`src/rtl/adc_trigger_responder.sv`:
```
// Receive-side trigger handshake: edge-detects the trigger line, returns a four-phase
// acknowledge and writes a programmed number of ADC samples into acquisition RAM.
module adc_trigger_responder #(
    parameter int unsigned DATA_W = 96,
    parameter int unsigned ADDR_W = 15,
    parameter int unsigned DLY_W  = 16
) (
    input  logic              clk,
    input  logic              rst,
    input  logic              irArm,
    input  logic [ADDR_W-1:0] irRecordLength,
    input  logic [DLY_W-1:0]  irTrigDelay,
    input  logic              irTriggerLine,
    output logic              orTriggerAck,
    input  logic [DATA_W-1:0] irAdcData,
    input  logic              irAdcValid,
    output logic [ADDR_W-1:0] orRamWriteAddr,
    output logic [DATA_W-1:0] orRamWriteData,
    output logic              orRamWriteEn,
    input  logic              irInterruptClear,
    output logic              orInterrupt,
    output logic              orMissedTrig,
    output logic              orBusy
);

    typedef enum logic [2:0] {
        StIdle,
        StArmed,
        StDelay,
        StCapture,
        StDone
    } state_e;

    state_e            state;
    logic              trig_q;
    logic [ADDR_W-1:0] len_r;
    logic [ADDR_W-1:0] samp_cnt;
    logic [DLY_W-1:0]  dly_cnt;

    logic rise;
    logic last_samp;
    logic done_set;
    logic missed_set;

    assign rise      = irTriggerLine & ~trig_q;
    assign last_samp = (samp_cnt + ADDR_W'(1)) == len_r;
    // A zero-length record completes on the accepting trigger edge itself.
    assign done_set  = ((state == StArmed) & irArm & rise & (irRecordLength == '0)) |
                       ((state == StCapture) & irAdcValid & last_samp);
    assign missed_set = rise & (state != StArmed);

    always_ff @(posedge clk) begin
        if (rst) begin
            state          <= StIdle;
            trig_q         <= 1'b0;
            len_r          <= '0;
            samp_cnt       <= '0;
            dly_cnt        <= '0;
            orTriggerAck   <= 1'b0;
            orRamWriteAddr <= '0;
            orRamWriteData <= '0;
            orRamWriteEn   <= 1'b0;
            orInterrupt    <= 1'b0;
            orMissedTrig   <= 1'b0;
            orBusy         <= 1'b0;
        end else begin
            trig_q       <= irTriggerLine;
            orRamWriteEn <= 1'b0;

            // Ack follows the line regardless of state so the transmitter never stalls.
            if (rise) begin
                orTriggerAck <= 1'b1;
            end else if (!irTriggerLine) begin
                orTriggerAck <= 1'b0;
            end

            if (done_set) begin
                orInterrupt <= 1'b1;
            end else if (irInterruptClear) begin
                orInterrupt <= 1'b0;
            end

            if (missed_set) begin
                orMissedTrig <= 1'b1;
            end else if (irInterruptClear) begin
                orMissedTrig <= 1'b0;
            end

            case (state)
                StIdle: begin
                    if (irArm) state <= StArmed;
                end
                StArmed: begin
                    if (!irArm) begin
                        state <= StIdle;
                    end else if (rise) begin
                        len_r    <= irRecordLength;
                        dly_cnt  <= irTrigDelay;
                        samp_cnt <= '0;
                        if (irRecordLength == '0) begin
                            state <= StDone;
                        end else if (irTrigDelay == '0) begin
                            state  <= StCapture;
                            orBusy <= 1'b1;
                        end else begin
                            state  <= StDelay;
                            orBusy <= 1'b1;
                        end
                    end
                end
                StDelay: begin
                    dly_cnt <= dly_cnt - DLY_W'(1);
                    if (dly_cnt == DLY_W'(1)) state <= StCapture;
                end
                StCapture: begin
                    if (irAdcValid) begin
                        orRamWriteEn   <= 1'b1;
                        orRamWriteAddr <= samp_cnt;
                        orRamWriteData <= irAdcData;
                        samp_cnt       <= samp_cnt + ADDR_W'(1);
                        if (last_samp) begin
                            state  <= StDone;
                            orBusy <= 1'b0;
                        end
                    end
                end
                StDone: begin
                    if (!irArm) state <= StIdle;
                end
                default: begin
                    state  <= StIdle;
                    orBusy <= 1'b0;
                end
            endcase
        end
    end

endmodule

```
`config.mk`:
```
export PLATFORM = sky130hd
export DESIGN_NAME = adc_trigger_responder
export DESIGN_NICKNAME = d
export VERILOG_FILES = /design/src/rtl/adc_trigger_responder.sv
export SDC_FILE = /design/constraint.sdc
export NUM_CORES = 1
export LEC_CHECK = 0
export ABC_AREA = 1
export CAP_MARGIN = 20
export CELL_PAD_IN_SITES_DETAIL_PLACEMENT = 0
export CELL_PAD_IN_SITES_GLOBAL_PLACEMENT = 2
export CORE_AREA = 2 2 182 184
export CTS_BUF_LIST = sky130_fd_sc_hd__clkbuf_8 sky130_fd_sc_hd__clkbuf_16
export DETAILED_ROUTE_END_ITERATION = 12
export DIE_AREA = 0 0 184 186
export PLACE_DENSITY = 0.83
export SYNTH_ARGS = -nofsm -noshare
export SYNTH_HDL_FRONTEND = slang
export SYNTH_SLANG_ARGS = --single-unit
```
`constraint.sdc`:
```
create_clock -name clk -period 1.6 [get_ports clk]
set_input_delay 0.16 -clock clk [delete_from_list [all_inputs] [get_ports clk]]
set_output_delay 0.16 -clock clk [all_outputs]
set_load 0.01 [all_outputs]
```
### Yosys cells after proc, flatten, opt, wreduce, memory -nomap -nowiden

Index checks and enable logic that the tools add are counted.

* bits in registers: 166
* output and inout bits: 116
* input bits: 133

* eq/ne operators: 17
* muxes and demuxes: 29
* add/sub/neg operators: 2
* reduce and logical (&&, ||, !) cells: 15
* bitwise operators: 11

Operators with widths (number)
* 15-bit two-way mux: 3
* 16-bit two-way mux: 2
* 16-bit case mux with 2 select lines: 1
* 15-bit case mux with 2 select lines: 1
* 3-bit two-way mux: 8
* 16-bit by 1-bit equality test with 1-bit output (second input constant): 1
* 16-bit logical NOT: 1
* 2-bit != test (second input constant): 8
* 16-bit by 1-bit subtractor with 16-bit output (second input constant): 1
* 15-bit by 1-bit adder with 15-bit output (second input constant): 1
* 15-bit equality test: 1
* 15-bit logical NOT: 1
* 3-bit case mux with 5 select lines: 1
* 1-bit two-way mux: 12
* 6-bit AND reduction: 2
* 2-bit nonzero test: 4
* 1-bit AND: 7
* 3-bit by 2-bit equality test with 1-bit output (second input constant): 2
* 3-bit AND reduction: 2
* 4-bit AND reduction: 1
* 3-bit by 1-bit equality test with 1-bit output (second input constant): 1
* 3-bit equality test (second input constant): 1
* 3-bit logical NOT: 1
* 3-bit by 1-bit != test with 1-bit output (second input constant): 1
* 8 further kinds: 10

### Depth between registers and ports, before layout

Gate-level depths: netlist of run 1.

* depth after elaboration: 6
* gate-level depth with buffers: 17
* gate-level depth less buffers: 17

### Least setup slack after synthesis of run 1

OpenSTA, ideal clock, no wires.

* kind: reg2reg
* start: reg samp_cnt[1]
* end: reg state[1]
* stages on the path, launching flop included: 15
* slack: -0.192 ns
* clock period less this slack: 1.792 ns
* setup time: 0.113 ns
* required time: 1.487 ns
* buffers on the path: 0
* arrival time: 1.679 ns
* cells stage by stage: dfxtp_1 ha_1 nand2_2 nor2_4 nand2_2 o21ai_2 nand2_1 nand2_1 nand2_1 nor2_2 nand3_2 nand2_2 nand3_4 o21ai_1 inv_1

* longest elaborated chain between the ends: 4

Ends and longest elaborated chain
* start: declaration: RTL line 37 `logic [ADDR_W-1:0] samp_cnt;`
* start signal: assignment: RTL line 120 `samp_cnt <= samp_cnt + ADDR_W'(1);`
* 15-bit by 1-bit adder with 15-bit output: RTL line 46 `assign last_samp = (samp_cnt + ADDR_W'(1)) == len_r;`
* 15-bit equality test: RTL line 46
* 2-bit != test (no source line)
* 6-bit AND reduction (no source line)
* end signal: assignment: RTL line 54 `state <= StIdle;`
* end signal: assignment: RTL line 91 `if (irArm) state <= StArmed;`
* end signal: assignment: RTL line 95 `state <= StIdle;`
* end: declaration: RTL line 34 `state_e state;`

No other way between the ends.
A chain may end at the register's enable or synchronous reset.

### Worst setup path in the final report of run 1

* start: reg samp_cnt[3]
* end: reg state[0]

The elaborated chain is that of the path after synthesis.

==> summary.md, run 1 <==
| Metric | Value |
|---|---|
| CP max stage delay | `340 ps` |
| Register area | `~0.0033 sq mm` |
| # port buffers | `~250` |
| Routability cong. | `0.802` |
| Syn Nets | `1112` |
| DIE WIDTH | `between 150 and 200 microns` |
| DIE AREA | `0.0342 sq mm` |
| Post-layout worst setup margin | `-332 ps` |
| Initial antenna violation count | `0` |
| Peak supply drop | `0.585 mV` |
| Status | `complete, but fails checks` |
| Number of synthesized flops with an enable pin | `0` |
| Synthesized area per cell | `7.19 sq um` |
| Area leader, netlist | `dfxtp_1` |
| Die Height | `~190 microns` |
| Fin crit share | `121%` |
| Seq/Total Area, Yosys | `a little under half` |
| Final net count | `about 1500` |
| Aggregate global-route resource usage | `between 10% and 20%` |
| WS Path Type | `flip-flop to flip-flop` |
| Std-Cell Rows | `66` |
| CP max FO | `5` |
| Max Cap Viol | `0` |
| Area contributors post-synth | `dfxtp_1 (47%), nor2_1 (14%), o21ai_0 (10%), nand2_1 (6.7%), a21oi_1 (3.2%)` |
| Vias in the first global route | `7700` |
| Critical path cell sequence | `buf_6 > clkinvlp_4 > nor2_4 > nand2_1 > nand2_1 > nand2_1 > nand2_1 > nand2_1 > clkinv_1 > nand2_1 > nor2_2 > nand3_2 > nand2_4 > nand3_4 > nor2_1 > nor2_1` |
| Placed inst area | `between 0.01 and 0.015 sq mm` |
| Post-placement cell count | `between 1500 and 2000` |
| Reg clk slew, reported paths | `roughly 70 ps` |
| Setup violators final | `62` |
| LEAKAGE | `between 5 and 6 nW` |
| # diodes | `0` |
| Period minus WS final | `around 1900 ps` |
| Grt ovf | `0` |
| Starting Density | `21.8%` |
| Hold Path Class | `primary input to flip-flop` |
| WP data arrival | `approximately 2300 ps` |
| Clock Tree Buf Depth | `2` |
| RSZ-0062 raised after global routing | `true` |
| Core region area | `0.0322 sq mm` |
| Worst EP required | `1930 ps` |
| Layout cells sized above 1 | `between 20 and 30%` |
| Peak Freq | `518 MHz` |
| TritonCTS clock tree | `yes` |
| Slowest CP cell | `dfxtp_2` |
| PwrDens | `approximately 1200 mW/mm^2` |
| Num ports | `249` |
| Failing checks | `negative setup slack` |
| Worst Tran Pin Value | `roughly 340 ps` |
| Most common cell in the netlist | `nor2_1` |
| Final instance area | `0.0131 sq mm` |
| Startpoint types | `flip-flop` |
| Clock latency on the worst-skew pair | `440 ps` |
| Power Total | `15.6 mW` |
| Drt drc | `0` |
| Pins Over Slew Limit | `0` |
| DP HPWL | `17900 microns` |
| Clk root buf | `clkbuf_16` |
| First drt pass iteration count | `4` |
| Largest net degree at the start of global routing | `50` |
| Drt total wl | `30200 microns` |
| Sink Count | `166` |
| Fill cells | `3279` |
| Max-slew headroom | `77.1%` |
| TritonCTS buffer count | `17` |
| Number of instances in the synthesized netlist | `just under 1000` |
| H-tree Lvls | `4` |
| ANT nets after route | `0` |
| Setup crit end kind | `flip-flop` |
| Share of the synthesized area in the top cell type | `47.3%` |
| CP Buf/Inv Count | `3` |
| Drt initial violations | `245` |
| Multi-input logic area | `0.00387 sq mm` |
| Non-filler cells, final | `1797` |
| CP top delay family | `simple AND/OR/NAND/NOR gates` |
| Hold Buf Count CTS | `0` |
| Area Overhead vs Synth | `86.5%` |
| Asr flop ratio synth | `0%` |
| Clock skew | `10.1 ps` |
| Top FF cell, synth | `dfxtp_1` |
| Flip-flop and latch count after synthesis | `166` |
| First-pass GRT wire length | `40500 microns` |
| Final Hold Viols | `0` |
| Routed WL per cell | `16.8 microns` |
| Post-synth top cells | `nor2_1 (258), dfxtp_1 (166), o21ai_0 (144)` |
| Ys Warns | `0` |
| Cell area after synthesis | `0.00702 sq mm` |
| CP dominant cell by count | `nand2_1` |
| Synth unique cells | `42` |
| Worst hold slack | `between 200 and 300 ps` |
| Via Count | `7959` |
| Vias per inst | `4.43` |
worst min-delay path, delay by kind of cell:
kind          cells  cell delay, ps
buf+inv           1             390
simple gates      2             140
cell families (layout without fill, tap and decap cells):
family | Yosys count | in the layout | share of synthesized area (%)
and+or+nand+nor | 470 | 470 | 28.2
AOI/OAI and AO/OA | 221 | 221 | 16.9
DFF | 166 | 166 | 47.3
buffers and inverters | 111 | 524 | 6.19
xor gates and xnor gates | 5 | 5 | 0.838
adders and majority gates | 3 | 3 | 0.535
layer usage:
layer / share of wire (%) / GRT usage [%] / up-vias / wire (microns)
met5: 0 / 0 / - / 0
met4: 1.8 / 4.61 / 0 / 539
met3: 7.4 / 5.89 / 29 / 2240
met2: 50 / 25.5 / 233 / 15100
met1: 41 / 17.4 / 3662 / 12400
li1: - / - / 4035 / -
path summary, 6_finish.rpt:
| kind | start | endpoint | slack [ps] | cells after the start |
|---|---|---|---|---|
| worst max-delay path | samp_cnt[3] | state[0] | -330 | 16 |
| worst min-delay path | irAdcData[56] | orRamWriteData[56] | 290 | 3 |
| worst max register to register | samp_cnt[3] | state[0] | -330 | 16 |
| worst min register to register | dly_cnt[14] | dly_cnt[14] | 460 | 2 |
report_power, final:
part	switching, mW	internal, mW	total [mW]
Clock	1.97	2.28	4.24
Combinational	3.09	3.31	6.40
Sequential	0.324	4.62	4.94
Total	5.38	10.2	15.6
registers in the layout, summed over array words and instances (netlist names), 3 cells and up:
register        cells
samp_cnt           15
state               3
orRamWriteAddr     15
dly_cnt            16
len_r              15
orRamWriteData     96
final cells by class:
cell class,count,share of cell area (%)
clock buffer,19,3.46
clock inverter,13,1.03
inverter,59,1.79
multi-input combinational,699,29.6
sequential,166,25.5
tap,408,3.90
timing repair buffer,433,34.7
metrics by stage:
stage / setup slack (ps) / util (%) / setup TNS [ps]
after floorplan: -62.5 / - / -136
after global placement: -378 / 34.1 / -17920
after detailed placement: -382 / 34.1 / -19800
after CTS: -359 / 36.6 / -10150
after global routing: -499 / 40.6 / -16610
final: -332 / 40.6 / -3240
timing repair:
item | 4_1_cts | 5_1_grt
gates resized for setup | 47 | 243
buffers inserted | 8 | 13
cloned | 1 | 27
pin swaps | 10 | 75
endpoints found under the setup margin | 101 | 162
layout by cell type (no fill, tap or decap), types with 5 or more instances in the layout:
cell type	instances
nand2_2	5
buf_12	16
buf_4	132
nand3b_1	5
nand3_1	36
dfxtp_1	157
inv_2	9
inv_1	44
o21ai_1	10
buf_8	9
a31oi_1	5
a21oi_2	6
o21ai_2	75
nand2_1	121
nor2_1	228
dfxtp_2	5
clkbuf_16	34
nor4_1	7
o21ai_0	63
nand4_1	8
nand3_2	7
inv_6	5
a21oi_1	38
clkdlybuf4s50_1	246
nor2_4	13
buf_6	7
nor2_2	27
Power figures use the tool's default switching activity.
==> run 2, diff against run 1 <==
==> constraint.sdc (replaced) <==
create_clock -name clk -period 1.6 [get_ports clk]
set_input_delay 0.24 -clock clk [delete_from_list [all_inputs] [get_ports clk]]
set_output_delay 0.24 -clock clk [all_outputs]
set_load 0.01 [all_outputs]
==> summary.md, run 2 (synthesized netlist as in run 1, its figures left out) <==
| Metric | Value |
|---|---|
| Final design utilization | `43.6%` |
| Period minus WS final | `1940 ps` |
| Routability cong. | `0.819` |
| LEAKAGE | `6.55 nW` |
| Grt ovf | `0` |
| Status | `complete, but fails checks` |
| Vias in the first global route | `approximately 7700` |
| Pins Over Slew Limit | `0` |
| Post-layout worst setup margin | `-339 ps` |
| Initial antenna violation count | `0` |
| Startpoint types | `flip-flop` |
| Worst EP required | `between 1500 and 2000 ps` |
| Failing checks | `negative setup slack` |
| Aggregate global-route resource usage | `15.1%` |
| DIE WIDTH | `184 microns` |
| Via Count | `just over 8000` |
| Net Switching | `between 5 and 6 mW` |
| # diodes | `0` |
| ANT nets after route | `0` |
| Setup violators final | `between 150 and 200` |
| CP max stage delay | `360 ps` |
| Logic pwr share | `43.4%` |
| Std-Cell Rows | `66` |
| Largest net degree at the start of global routing | `74` |
| First-pass GRT wire length | `40300 microns` |
| Cell Int Power | `10.9 mW` |
| Vias per inst | `4.49` |
| CP max FO | `5` |
| PwrDens | `1190 mW/mm^2` |
| Routed WL per cell | `17.4 microns` |
| Clock Tree Buf Depth | `2` |
| Num ports | `249` |
| Setup slack after placement | `-439 ps` |
| Setup crit end kind | `flip-flop` |
| Worst hold slack | `362 ps` |
| Sink Count | `166` |
| Layout cells sized above 1 | `36.7%` |
| CP dominant cell by count | `nand2_1` |
| Starting Density | `21.8%` |
| Register area | `approximately 0.0033 sq mm` |
| Slowest CP cell | `dfxtp_2` |
| Final Hold Viols | `0` |
| Gr busiest metal | `met2` |
| M2 GR Usage | `25.2%` |
| Peak Freq | `516 MHz` |
| Largest regs | `orRamWriteData: 96 flops, dly_cnt: 16 flops` |
| Clk root buf | `clkbuf_16` |
| Final net count | `1549` |
| DIE AREA | `around 0.034 sq mm` |
| RSZ-0062 raised after global routing | `true` |
| DP HPWL | `18400 microns` |
| Drt total wl | `31900 microns` |
| WP data arrival | `between 2000 and 2500 ps` |
| Commonest non-fill, non-tap cell in the layout | `nor2_1` |
| Post-placement cell count | `1731` |
| Peak supply drop | `0.717 mV` |
| Non-filler cells, final | `around 1800` |
| Reg clk slew, reported paths | `70 ps` |
| Reg power frac | `slightly below 30%` |
| Max Cap Viol | `0` |
| Most frequent cells in the layout | `nor2_1 (211), dfxtp_1 (156), clkdlybuf4s50_1 (155)` |
| Drt drc | `0` |
| Met1 Use GR | `17.4%` |
| Hold Path Class | `primary input to flip-flop` |
| # port buffers | `248` |
| Max-slew headroom | `76.6%` |
| Biggest register | `orRamWriteData` |
| Fin crit share | `121%` |
| Clock skew | `between 10 and 15 ps` |
| Fill cells | `3214` |
| Multi-input logic area | `0.00427 sq mm` |
| Core region area | `0.0322 sq mm` |
| H-tree Lvls | `4` |
| Sw Ratio | `roughly a third` |
| WS Path Type | `flip-flop to flip-flop` |
| Worst Tran Pin Value | `348 ps` |
| Largest register FFs | `96` |
| TritonCTS clock tree | `yes` |
| Clock latency on the worst-skew pair | `450 ps` |
| Die Height | `186 microns` |
| TritonCTS buffer count | `17` |
| Worst reg-to-reg setup slack | `-340 ps` |
| Clock power share | `26.7%` |
| Area Overhead vs Synth | `100%` |
| First drt pass iteration count | `4` |
| Power Total | `16.7 mW` |
| Critical path cell sequence | `buf_6 > clkinvlp_4 > buf_4 > nand2_1 > nand2_1 > nand2_1 > nand4_1 > nor2_1 > nand3_2 > nand2_2 > nand3_4 > nand2_2 > nand2_1 > nor2_1` |
| Grt met3 use | `around 6.2%` |
| Drt initial violations | `327` |
run 2: cell types whose count changed in the layout (fill, tap and decap cells not counted), sizes merged, moves of 2 or more:
cell           before  now
dlymetal6s2s        1   45
clkdlybuf4s50     246  155
bufinv              1    3
dlygate4sd2         1   48
inv                62   58
clkinv              6   11
buf               168  204
run 2: worst paths after layout:
| kind | start | end | depth (start not counted) |
|---|---|---|---|
| worst min register to register | dly_cnt[15] | dly_cnt[15] | 2 |
| worst min-delay path | irAdcData[49] | orRamWriteData[49] | 3 |
| worst max register to register | samp_cnt[3] | state[2] | 14 |
| worst max-delay path | samp_cnt[3] | state[2] | 14 |
run 2: power by group through the flow:
stage	Sequential, mW	Clock [mW]	Combinational [mW]
2_1_floorplan	5.06	0	2.16
3_3_place_gp	4.94	0	4.89
3_5_place_dp	4.94	0	4.91
4_1_cts	4.89	4.58	5.75
5_1_grt	5.05	4.75	7.83
6_report	4.99	4.47	7.26
run 2: metal layers:
metal | share of wire [%] | vias up
met4 | 2.6 | 0
met5 | 0 | -
li1 | - | 4117
met1 | 40 | 3822
met3 | 7.0 | 44
met2 | 50 | 244
run 2: metrics by stage:
stage / cell area [sq um] / setup TNS [ps]
global placement: 11100 / -33210
global route: 14100 / -29430
detailed placement: 11100 / -34080
finish: 14100 / -17710
floorplan: 7070 / -136
CTS: 12000 / -2190
run 2: cell type report:
type | count | area share [%]
tap | 408 | 3.63
timing repair buffer | 470 | 36.0
multi-input combinational | 699 | 30.4
sequential | 166 | 23.8
clock inverter | 15 | 1.38
inverter | 59 | 1.77
clock buffer | 17 | 3.03
run 2: worst max-delay path, delay by kind of cell, from the launching register on:
kind | cells | cell delay, ps
simple gates | 11 | 1110
flops | 1 | 360
buf+inv | 3 | 410
run 2: repair_timing:
| action | 4_1_cts | 5_1_grt |
|---|---|---|
| pin swaps | 24 | 138 |
| resized for setup | 131 | 432 |
| gates cloned | 2 | 33 |
| hold buffers | 0 | 0 |
| setup buffers | 14 | 23 |
| setup endpoints to repair | 97 | 205 |
==> edit 1 (settings of run 2) <==
The parameter `DLY_W` goes from 16 to 12.
--- a/src/rtl/adc_trigger_responder.sv
+++ b/src/rtl/adc_trigger_responder.sv
@@ -5,3 +5,3 @@
     parameter int unsigned ADDR_W = 15,
-    parameter int unsigned DLY_W  = 16
+    parameter int unsigned DLY_W  = 12
 ) (
Ports: changed (resized irTrigDelay); port bits go from 249 to 245. The function was not compared with the original's and may differ.
==> edit 1 against run 2 <==
  * The flow still finishes with violations (setup timing)
  * Sequential share of layout area is 3.5 points higher
  * Non-clock buffer count is 65 lower
  * First-iteration DRC count is 9.8% higher
  * Final cell count is 6.4% lower
  * Synthesized area is 3.4% lower
  * Total power is 23% lower
  * Worst setup slack worse by 0.0027 ns
  * Routed wire length is 20% lower
  * Sequential power is 4.2% lower
  * Final area is 15% lower
  * Die area stayed put
  * Sequential cell count is 4 lower
==> edit 1: results (changes against run 2) <==
wl_met2_um: 12100  # was 15900 um
crit_start: "samp_cnt[1]"  # was samp_cnt[3]
cp_max_fo: 5  # unchanged
wl_met1_um: 11000  # was 12900 um
topRoutingLayerUsed: "met4"  # unchanged
dr.first_iter.drc_count: 359  # was 327
placement.io_buffers: 244  # was 248
arrival_ns: 2.31
synthesis.yosys.warnings: 0  # unchanged
htree_levels: 4  # unchanged
firstDrtPassIters: 5  # was 4
place_hpwl_um: 18000  # was 18400 um
synth_cells: 922  # was 976
synth_cell_type_count: 44  # was 42
cts_root_buf: "clkbuf_16"  # unchanged
placed_cell_area_sq_um: 10800  # was 11100 sq um
critPathKind: "reg2reg"  # unchanged
min_from: "irAdcData[67]"  # was irAdcData[49]
syn_nets: 1054  # was 1112
vias: 7424  # was 8227
grt_pass1_vias: 7305  # was 7684
routabilityCongestion: 0.815  # was 0.819
cts.clk_slew.worst_paths_ns: 0.07  # about the same
r2r_slack_ns: -0.34
synth_area_leaders: "dfxtp_1, nor2_1, o21ai_0"  # unchanged
antenna_found_initial: 0  # unchanged
wl_per_cell_um: 14.8  # was 17.4 um
dp_worst_setup_slack_ns: -0.412  # was -0.439 ns
fillers: 3364  # was 3214
peakVddDrop_mv: 0.675  # was 0.717 mV
clockBufferDepth: 2  # unchanged
wl_met3_um: 2000  # was 2230 um
diodes: 0  # unchanged
hold_path_end: "orRamWriteData[67]"  # was orRamWriteData[49]
cpMaxStageDelayCell: "dfxtp_4"  # was dfxtp_2
dp_cells: 1675  # was 1731
synth_commonest_cells: "nor2_1, dfxtp_1, o21ai_0"  # unchanged
finalWorstSetupSlack_ns: -0.342  # was -0.339 ns
violations: "setup timing"  # unchanged
nets: 1429  # was 1549
seq_area_frac_synth: 0.478  # was 0.473
skew_ns: 0.0124  # was 0.0129 ns
tightest_slew_ns: 0.381  # was 0.348 ns
drive_above_1_share: 0.211  # was 0.367
track_usage: 0.148  # was 0.151
p_leak_uw: 0.00627  # was 0.00655 uW
setup_viol: 112  # was 154
largest_reg_flops: 96  # unchanged
critPathMaxStageDelay_ns: 0.37
rr_endpoint: "state[0]"  # was state[2]
routed_via_density: 4.32  # was 4.49
status: "complete, but fails checks"  # unchanged
cpLargestDelayFamily: "simple AND/OR/NAND/NOR gates"  # unchanged
grt_max_degree: 39  # was 74
ff2ff_path_depth: 15  # was 14
grt_pass1_wl_um: 39200  # was 40300 um
cts_made_buffers: 17  # unchanged
worst_skew_pair.late_latency_ns: 0.43  # was 0.45 ns
async_flop_share: 0  # unchanged
[edit 1: cell types whose count changed after synthesis, sizes merged, moves of 6 or more]
cell | run 2 | this run
nand2 | 129 | 101
nand3 | 45 | 30
a21oi | 46 | 36
inv | 58 | 48
clkbuf | 42 | 33
nor2 | 268 | 275
buf | 10 | 16
[edit 1: final cells by class]
cell class                 instances  share of cell area
clock buffer                      18              0.0367
clock inverter                    13             0.00921
inverter                          49              0.0156
multi-input combinational        662               0.285
sequential                       162               0.273
tap                              408              0.0427
timing repair buffer             405               0.338
[edit 1: where the power goes]
part / internal (uW) / switching [uW] / total, uW
combinational: 1980 / 2190 / 4170
clock: 2170 / 1800 / 3970
sequential: 4480 / 296 / 4780
total: 8640 / 4280 / 12900
[edit 1: metrics by stage]
stage	utilization	hold slack [ns]	setup TNS, ns
finish	0.371	0.381	-9.72
global route	0.371	0.368	-26.55
CTS	0.361	0.353	-9.27
detailed placement	0.336	0.456	-29.51
global placement	0.336	0.453	-29.77
floorplan	-	0.375	-0.398
[edit 1: cells by family (layout without fill, tap and decap cells)]
kind of cell / after synthesis / after routing / synth area share
AOI/OAI and AO/OA: 209 / 209 / 0.165
xor gates and xnor gates: 7 / 7 / 0.0112
adders and majority gates: 3 / 3 / 0.00553
buffers and inverters: 98 / 485 / 0.0586
DFF: 162 / 162 / 0.478
and+or+nand+nor: 443 / 443 / 0.281
[edit 1: metal layers]
layer	up-vias	global-route usage
met5	-	0
met4	0	0.0413
met3	19	0.0526
met2	222	0.246
met1	3388	0.181
li1	3795	-
[edit 1: what timing repair did]
action                                  in CTS  in global routing
resized for setup                           66                115
setup buffers                                8                  3
gates cloned                                 2                  0
endpoints found under the setup margin     149                222
pin swaps                                   16                 27
endpoints found under the hold margin        0                  0
==> edit 2 (config.mk and constraints of run 2) <==
Made on the original files. Reset style: asynchronous (`rst`), changed in one clocked block.
--- a/src/rtl/adc_trigger_responder.sv
+++ b/src/rtl/adc_trigger_responder.sv
@@ -51,3 +51,3 @@
 
-    always_ff @(posedge clk) begin
+    always_ff @(posedge clk or posedge rst) begin
         if (rst) begin
Formal check against the unedited RTL: differs if rst is asserted again (counterexample within 4 cycles, from zero or initial values and one cycle with rst high); with rst held inactive, the same outputs for 4 cycles.
==> edit 2 against run 2 <==
  * The run still ends with setup timing left
  * Synthesized cell count is 5.2% lower
  * Sequential cell count stayed put
  * Total power is 38% higher
  * Clock power is 2% lower
  * Sequential share of layout area is 5.2 points higher
  * Maximum frequency is 0.47% lower
  * Die area stayed put
  * Final area is 2.0% higher
  * Worst setup slack worse by 0.0091 ns
  * Routed wire length is 10% lower
  * Utilization is 0.85 points higher
  * Synthesized area is 6.8% higher
==> edit 2: results (changes against run 2) <==
status: "complete, but fails checks"  # unchanged
violations: "setup timing"  # unchanged
synth_commonest_cells: "nand2_1, dfrtp_1, inv_1"  # was nor2_1, dfxtp_1, o21ai_0
crit_end: "state[0]"  # was state[2]
seq_area_frac_synth: 0.554  # was 0.473
peakVddDrop_mv: 0.670  # was 0.717 mV
synth_area_leaders: "dfrtp_1, nand2_1, o21ai_0"  # was dfxtp_1, nor2_1, o21ai_0
arrival_ns: 2.28  # was 2.32 ns
skew_ns: 0.00753  # was 0.0129 ns
vias: 7613  # was 8227
post_cts_buffers: 18  # was 14
place_hpwl_um: 18300  # was 18400 um
drive_above_1_share: 0.371  # was 0.367
whs_ns: 0.0759  # was 0.362 ns
dr.first_iter.drc_count: 267  # was 327
finalWorstSetupSlack_ns: -0.348  # was -0.339 ns
track_usage: 0.146  # was 0.151
syn_nets: 1061  # was 1112
synth_cell_type_count: 36  # was 42
wl_um: 28600  # was 31900 um
grt_pass1_wl_um: 38800  # was 40300 um
placed_cell_area_sq_um: 11400  # was 11100 sq um
ff2ff_path_depth: 16  # was 14
dp_worst_setup_slack_ns: -0.388  # was -0.439 ns
crit_start: "samp_cnt[1]"  # was samp_cnt[3]
wl_per_cell_um: 16.2  # was 17.4 um
combPwrFrac: 0.493  # was 0.434
p_leak_uw: 0.00747  # was 0.00655 uW
grt_max_degree: 62  # was 74
nets: 1476  # was 1549
syn_avg_cell_area_sq_um: 8.10  # was 7.19 sq um
fillers: 3107  # was 3214
async_flop_share: 1.00  # was 0
setup_viol: 160  # was 154
synthXorXnorAreaFrac: 0.0145  # was 0.00838
synth.area.mux_share: 0.00284  # was 0
p_int_uw: 14400  # was 10900 uW
yosys.area_share.adder: 0.00501  # was 0.00535
edit 2: cell count changes after synthesis, sizes merged, moves of 6 or more:
cell	before	now
o31ai	7	1
nand2	129	434
nor2	268	57
nand3	45	36
a21oi	46	14
o22ai	0	14
inv	58	66
dfxtp	166	0
o21ai	148	60
clkbuf	42	20
dfrtp	0	166
edit 2: metal layers:
layer | vias up | GRT usage | part of all wire
met5 | - | 0 | 0
met4 | 0 | 0.0538 | 0.019
met3 | 34 | 0.0315 | 0.049
met2 | 199 | 0.237 | 0.48
met1 | 3617 | 0.192 | 0.45
li1 | 3763 | - | -
edit 2: cell type report:
class	instances	area share
inverter	66	0.0193
timing repair buffer	430	0.328
clock inverter	12	0.0106
sequential	166	0.290
timing repair inverter	1	0.000524
tap	408	0.0356
clock buffer	20	0.0326
multi-input combinational	658	0.283
